==> src/rtl/mmu_stream_controller.sv <==
// Queued MMU instruction issuer feeding buffer-read, MMU and accumulator delay lines.
// Optional performance counters are compiled in with `define MMU_CTRL_PERF_CNT_EN.
module mmu_stream_controller #(
  parameter int MATRIX_WIDTH      = 14,
  parameter int BUF_READ_LATENCY  = 1,
  parameter int MMU_EXTRA_LATENCY = 2,
  parameter int INSTR_QUEUE_DEPTH = 4
) (
  input  logic        clk,
  input  logic        rst,
  input  logic        enable,
  // instr = {opcode[63:56], length[55:40], acc_addr[39:24], buffer_addr[23:0]}
  input  logic [63:0] instr,
  input  logic        instr_enable,
  output logic        instr_ready,
  output logic [23:0] buffer_to_sds_addr,
  output logic        buffer_read_enable,
  output logic        mmu_sds_enable,
  output logic        is_mmu_signed,
  output logic        activate_weight,
  output logic [15:0] acc_addr,
  output logic        accumulate,
  output logic        acc_enable,
  output logic        busy,
  output logic        resource_busy,
  output logic        overflow
`ifdef MMU_CTRL_PERF_CNT_EN
  ,
  input  logic        perf_clear,
  output logic [31:0] rows_issued,
  output logic [31:0] stall_cycles
`endif
);

  localparam int QAW      = $clog2(INSTR_QUEUE_DEPTH);
  localparam int MMU_TAP  = BUF_READ_LATENCY - 1;
  localparam int LINE_LEN = BUF_READ_LATENCY + MATRIX_WIDTH + MMU_EXTRA_LATENCY;

  typedef enum logic {IDLE, ISSUE} state_t;

  logic [57:0]  queue_mem [INSTR_QUEUE_DEPTH];
  logic [QAW:0] wr_ptr_reg, rd_ptr_reg;
  logic         queue_empty, queue_full, push, pop, load, issue, last_row;
  logic [57:0]  head;
  logic [15:0]  head_len;
  logic         unused_opcode_bits;

  state_t       state_reg, state_next;
  logic [15:0]  row_reg, len_reg, acc_base_reg;
  logic [23:0]  buf_base_reg;
  logic         signed_reg, accum_reg, overflow_reg;

  logic [LINE_LEN-1:0] line_valid_reg, line_first_reg, line_signed_reg, line_accum_reg;
  logic [15:0]         line_addr_reg [LINE_LEN];

  assign unused_opcode_bits = ^instr[63:58];

  assign queue_empty = (wr_ptr_reg == rd_ptr_reg);
  assign queue_full  = (wr_ptr_reg[QAW] != rd_ptr_reg[QAW]) &&
                       (wr_ptr_reg[QAW-1:0] == rd_ptr_reg[QAW-1:0]);
  assign head        = queue_mem[rd_ptr_reg[QAW-1:0]];
  assign head_len    = head[55:40];
  // A pop in the same cycle frees a slot, so a full queue can still accept.
  assign instr_ready = !queue_full || pop;
  assign push        = instr_enable && instr_ready;

  always_ff @(posedge clk) begin
    if (push) queue_mem[wr_ptr_reg[QAW-1:0]] <= instr[57:0];
  end

  always_ff @(posedge clk or posedge rst) begin
    if (rst) begin
      wr_ptr_reg   <= '0;
      rd_ptr_reg   <= '0;
      overflow_reg <= 1'b0;
    end else begin
      if (push) wr_ptr_reg <= wr_ptr_reg + 1'b1;
      if (pop)  rd_ptr_reg <= rd_ptr_reg + 1'b1;
      if (instr_enable && !instr_ready) overflow_reg <= 1'b1;
    end
  end

  assign issue    = (state_reg == ISSUE) && enable;
  assign last_row = (row_reg == len_reg - 16'd1);

  // Zero-length heads are discarded while a row is issuing so they cost no cycle.
  always_comb begin
    state_next = state_reg;
    pop        = 1'b0;
    load       = 1'b0;
    case (state_reg)
      IDLE: begin
        if (enable && !queue_empty) begin
          pop = 1'b1;
          if (head_len != 16'd0) begin
            load       = 1'b1;
            state_next = ISSUE;
          end
        end
      end
      ISSUE: begin
        if (enable) begin
          if (last_row) begin
            if (!queue_empty) begin
              pop = 1'b1;
              if (head_len != 16'd0) load = 1'b1;
              else state_next = IDLE;
            end else begin
              state_next = IDLE;
            end
          end else if (!queue_empty && head_len == 16'd0) begin
            pop = 1'b1;
          end
        end
      end
      default: state_next = IDLE;
    endcase
  end

  always_ff @(posedge clk or posedge rst) begin
    if (rst) begin
      state_reg    <= IDLE;
      row_reg      <= '0;
      len_reg      <= '0;
      buf_base_reg <= '0;
      acc_base_reg <= '0;
      signed_reg   <= 1'b0;
      accum_reg    <= 1'b0;
    end else begin
      state_reg <= state_next;
      if (load) begin
        buf_base_reg <= head[23:0];
        acc_base_reg <= head[39:24];
        len_reg      <= head_len;
        signed_reg   <= head[57];
        accum_reg    <= head[56];
        row_reg      <= '0;
      end else if (issue) begin
        row_reg <= row_reg + 16'd1;
      end
    end
  end

  // One shared line; the MMU taps it early, the accumulator at the far end.
  always_ff @(posedge clk or posedge rst) begin
    if (rst) begin
      line_valid_reg  <= '0;
      line_first_reg  <= '0;
      line_signed_reg <= '0;
      line_accum_reg  <= '0;
      for (int i = 0; i < LINE_LEN; i++) line_addr_reg[i] <= '0;
    end else if (enable) begin
      line_valid_reg  <= {line_valid_reg[LINE_LEN-2:0], state_reg == ISSUE};
      line_first_reg  <= {line_first_reg[LINE_LEN-2:0], row_reg == 16'd0};
      line_signed_reg <= {line_signed_reg[LINE_LEN-2:0], signed_reg};
      line_accum_reg  <= {line_accum_reg[LINE_LEN-2:0], accum_reg};
      for (int i = LINE_LEN - 1; i > 0; i--) line_addr_reg[i] <= line_addr_reg[i-1];
      line_addr_reg[0] <= acc_base_reg + row_reg;
    end
  end

  assign buffer_read_enable = issue;
  assign buffer_to_sds_addr = buf_base_reg + {8'd0, row_reg};
  assign mmu_sds_enable     = line_valid_reg[MMU_TAP] && enable;
  assign is_mmu_signed      = line_valid_reg[MMU_TAP] && line_signed_reg[MMU_TAP];
  assign activate_weight    = line_valid_reg[MMU_TAP] && line_first_reg[MMU_TAP] && enable;
  assign acc_enable         = line_valid_reg[LINE_LEN-1] && enable;
  assign accumulate         = line_valid_reg[LINE_LEN-1] && line_accum_reg[LINE_LEN-1];
  assign acc_addr           = line_addr_reg[LINE_LEN-1];
  assign resource_busy      = (state_reg == ISSUE);
  assign busy               = !queue_empty || (state_reg == ISSUE) || (|line_valid_reg);
  assign overflow           = overflow_reg;

`ifdef MMU_CTRL_PERF_CNT_EN
  logic [31:0] rows_issued_reg, stall_cycles_reg;

  always_ff @(posedge clk or posedge rst) begin
    if (rst) begin
      rows_issued_reg  <= '0;
      stall_cycles_reg <= '0;
    end else if (perf_clear) begin
      rows_issued_reg  <= '0;
      stall_cycles_reg <= '0;
    end else begin
      if (issue && rows_issued_reg != 32'hFFFF_FFFF) rows_issued_reg <= rows_issued_reg + 32'd1;
      if (!enable && busy && stall_cycles_reg != 32'hFFFF_FFFF)
        stall_cycles_reg <= stall_cycles_reg + 32'd1;
    end
  end

  assign rows_issued  = rows_issued_reg;
  assign stall_cycles = stall_cycles_reg;
`endif

endmodule

==> config.mk <==
export PLATFORM = sky130hd
export DESIGN_NAME = mmu_stream_controller
export DESIGN_NICKNAME = d
export VERILOG_FILES = /design/src/rtl/mmu_stream_controller.sv
export SDC_FILE = /design/constraint.sdc
export NUM_CORES = 1
export LEC_CHECK = 0
export ABC_CLOCK_PERIOD_IN_PS = 17700
export BUFFER_PORTS_ARGS = -buffer_cell sky130_fd_sc_hd__buf_4
export CAP_MARGIN = 40
export CELL_PAD_IN_SITES_DETAIL_PLACEMENT = 2
export CELL_PAD_IN_SITES_GLOBAL_PLACEMENT = 2
export CORE_MARGIN = 2
export CORE_UTILIZATION = 46
export DETAILED_ROUTE_END_ITERATION = 8
export HOLD_SLACK_MARGIN = 0.08
export PLACE_DENSITY = 0.91
export REMOVE_ABC_BUFFERS = 1
export SYNTH_ARGS = -nofsm -noshare
export SYNTH_HDL_FRONTEND = slang
export SYNTH_SLANG_ARGS = --single-unit
==> constraint.sdc <==
create_clock -name clk -period 17.7 [get_ports clk]
set_input_delay 3.54 -clock clk [delete_from_list [all_inputs] [get_ports clk]]
set_output_delay 3.54 -clock clk [all_outputs]
set_load 0.01 [all_outputs]
==> impl_results.md <==
* Total global routing track utilization at between 20 and 25%
* Clock tree from TritonCTS: yes
* Root cell of the clock tree: sky130_fd_sc_hd__clkbuf_16
* Die footprint at 57940 sq um
* Gate count after technology mapping at 1573
* Register bit total from synthesis at between 600 and 700
* Slew at the pin closest to its max-slew limit at 889.7 ps
* Port-buffer cells at 111
* Max Root-Sink Buffers at 3
* Number of slew-limit violations in the final report at 0
* Detailed router's first-iteration violation count at 1134
* Post-route minimum period at 8695 ps
* Startpoint-to-endpoint class of the critical path: primary input to output pin
* Starting utilization of the core area at ~47%
* Final TNS setup at 0 ps
* Pwr Density at 178.7 nW/um^2
* Sequential share of the synthesized area at approximately two thirds
* Data arrival time of the worst path at a little over 5000 ps
* Area inside the core boundary at 55200 sq um
* Via density at roughly 5.7
* Setup violations, final at 0
* Post-synthesis share of cell area spent on full adders, half adders and majority gates at ~2.0%
* Unrepaired setup endpoints after global routing: false
* Post-CTS Hold Buffers at 0
* Kind of start point of the critical path: primary input
* Warning count from the yosys run at 0
* Wire length of the first global-routing pass at 105700 um
* Simple logic cell fraction of the synthesized area at 3.845%
* Worst Hold Class: register to register
* Max-capacitance violation count at 0
* Share of Yosys cell area claimed by the top area cell type at between 30 and 40%
* Longest individual stage delay on the worst path at roughly 520 ps
* Final nets at 1797
* Number of antenna repair diodes at 0
* Clock network latency to the later pin of the worst-skew pair at 620 ps
* Total length of routed wires at 67910 um
* Async SR Flop Fraction at a little over three fifths
* Chip Height at 240.7 um
* Post-synthesis to final-layout area growth at 14.49%
* Main combinational cell family by area after synthesis: multiplexers
* EDFF count, synth at about 230
* Weighted congestion reported at the end of routability-driven placement at 0.8232
* Area after DPL at 27370 sq um
* Peak supply drop at 96.93 uV
* Endpoints failing hold at 0
* Boundary Pins at 118
* Most area-hungry cell type in the Yosys netlist: sky130_fd_sc_hd__dfrtp_1
* DR WL/cell at between 20 and 30 um
* Number of design rule violations left after detail routing at 0
* Total standard cell area after synthesis at roughly 26000 sq um
* Fin crit share at approximately half
* Share of synthesized area spent on multiplexers at 21.38%
* Synthesized-area fraction occupied by xor and xnor cells at 2.481%
* Count of instances resized after the clock tree is built at 0
* Placed Cells at 2367
* Biggest fanout along the worst timing path at 54
* Mapped Avg Cell Area at between 15 and 20 sq um
* Type of destination of the critical path: output pin
* Primary flip-flop cell chosen by synthesis mapping: sky130_fd_sc_hd__dfrtp_1
* Synth unique cells at 64
* Number of flip-flops in the largest register at 256
* Share of layout cells above drive strength 1 at 37.57%
* Antenna violations before repair at 2
* Vias post-DR at 14100
* Crit path max-delay family: buffers and inverters
* Most common cell after layout, fill and taps aside: sky130_fd_sc_hd__dfrtp_1
* Clk sinks at 622
* Leakage at 12.05 nW
* Worst-path cell chain: buf_8 > inv_1 > a31o_2 > nand2_1 > buf_4
* Buffers inserted during post-CTS setup optimization at 0
* Final Instance Area at 29510 sq um
* Post-route core utilization at 53.45%
* Vias in the first global route at about 17000
* Area fraction in compound gates after synthesis at 3.039%
* Clock Skews at 23.47 ps
* Die boundary width at 240.7 um
* Residual overflow from global routing at 0
* Post-CTS clock slew at the launch and capture registers of the worst setup and hold paths at 60 ps
* Number of buffer and inverter stages on the critical path at 3
* Detail Route Antenna Nets at 0
* TritonCTS buffer count at 66
* Detailed Place HPWL at ~42000 um
* Count of TritonRoute iterations in the first routing pass at 5
* Worst path required time at 14160 ps
* Standard cell with the maximum stage delay on the critical path: sky130_fd_sc_hd__inv_1
* Status: finished clean
* Slew Limit Headroom at 40.69%
* Maximum number of pins on one net before global-route repair at 96
* Max Freq at 115.0 MHz
* Row count at 86
* Leading post-synthesis cells by cell area: sky130_fd_sc_hd__dfrtp_1, sky130_fd_sc_hd__edfxtp_1, sky130_fd_sc_hd__mux2_2, sky130_fd_sc_hd__mux4_2, sky130_fd_sc_hd__mux2_4
* Most frequent cells in the layout: sky130_fd_sc_hd__dfrtp_1, sky130_fd_sc_hd__mux2_2, sky130_fd_sc_hd__edfxtp_1
* Final standard cell count with taps included and fillers excluded at 2486
* H-tree Lvls at 3
==> kinds of logic after synthesis <==
group,count (synthesis)
AO/OA/AOI/OAI,114
XOR/XNOR,73
adder cells (fa/ha/maj),41
buffers and inverters,116
flip-flops,622
multiplexers,418
AND/OR/NAND/NOR,189
==> metal layers <==
layer | vias to the layer above | share of wire, % | track usage [%] | wire (um)
li1 | 6069 | - | - | -
met1 | 7536 | 38 | 28.02 | 25470
met2 | 345 | 56 | 45.62 | 37790
met3 | 146 | 3.5 | 3.649 | 2366
met4 | 4 | 3.3 | 9.467 | 2255
met5 | - | 0.040 | 0 | 27
==> path summary, 6_finish.rpt <==
path	start	endpoint	slack [ps]	cells past startpoint
min	line_addr_reg[68]$_DFFE_PP0P_	line_addr_reg[52]$_DFFE_PP0P_	500	1
min reg2reg	line_addr_reg[68]$_DFFE_PP0P_	line_addr_reg[52]$_DFFE_PP0P_	500	1
max reg2reg	len_reg[0]$_DFFE_PP0P_	queue_mem[0][1]$_DFFE_PP_	12470	10
max	enable	instr_ready	9010	5
min in group asynchronous	rst	line_addr_reg[28]$_DFFE_PP0P_	3030	2
max in group asynchronous	rst	line_addr_reg[113]$_DFFE_PP0P_	12790	6
==> metrics by stage <==
stage	power [mW]	setup WS [ps]	hold slack (ps)
6_report	5.272	9005	501.3
3_3_place_gp	3.633	9161	464.8
3_5_place_dp	3.869	9091	491.4
4_1_cts	5.324	9038	505.5
5_1_grt	5.539	8972	512.4
2_1_floorplan	3.262	3319	446.2
==> layout make-up <==
type                            instances  area [sq um]
Multi-Input combinational cell        835          8462
Sequential cell                       622         16730
Tap cell                              748         935.9
Timing Repair Buffer                  133          1146
Clock buffer                           92          1893
Inverter                               30         121.4
Clock inverter                         26         217.7
Fill cell                            4745         25690
==> synthesized netlist by cell type, types with 20 or more instances <==
library cell and instances:
sky130_fd_sc_hd__a21oi_1 21, sky130_fd_sc_hd__inv_1 29, sky130_fd_sc_hd__o21ai_0 20, sky130_fd_sc_hd__mux2_2 311
sky130_fd_sc_hd__clkbuf_1 56, sky130_fd_sc_hd__xnor2_1 56, sky130_fd_sc_hd__dfrtp_1 390, sky130_fd_sc_hd__nor2_1 47
sky130_fd_sc_hd__edfxtp_1 232, sky130_fd_sc_hd__nand2_1 27, sky130_fd_sc_hd__mux2_4 40, sky130_fd_sc_hd__mux4_2 58
sky130_fd_sc_hd__ha_1 39
==> report_power, final <==
part | internal [mW] | total [mW] | switching, mW | leakage, nW
logic | 0.745 | 1.47 | 0.724 | 4.07
registers | 2.05 | 2.44 | 0.388 | 6.94
clock network | 0.782 | 1.37 | 0.584 | 1.04
No activity file was read; power rests on OpenSTA's default activity.
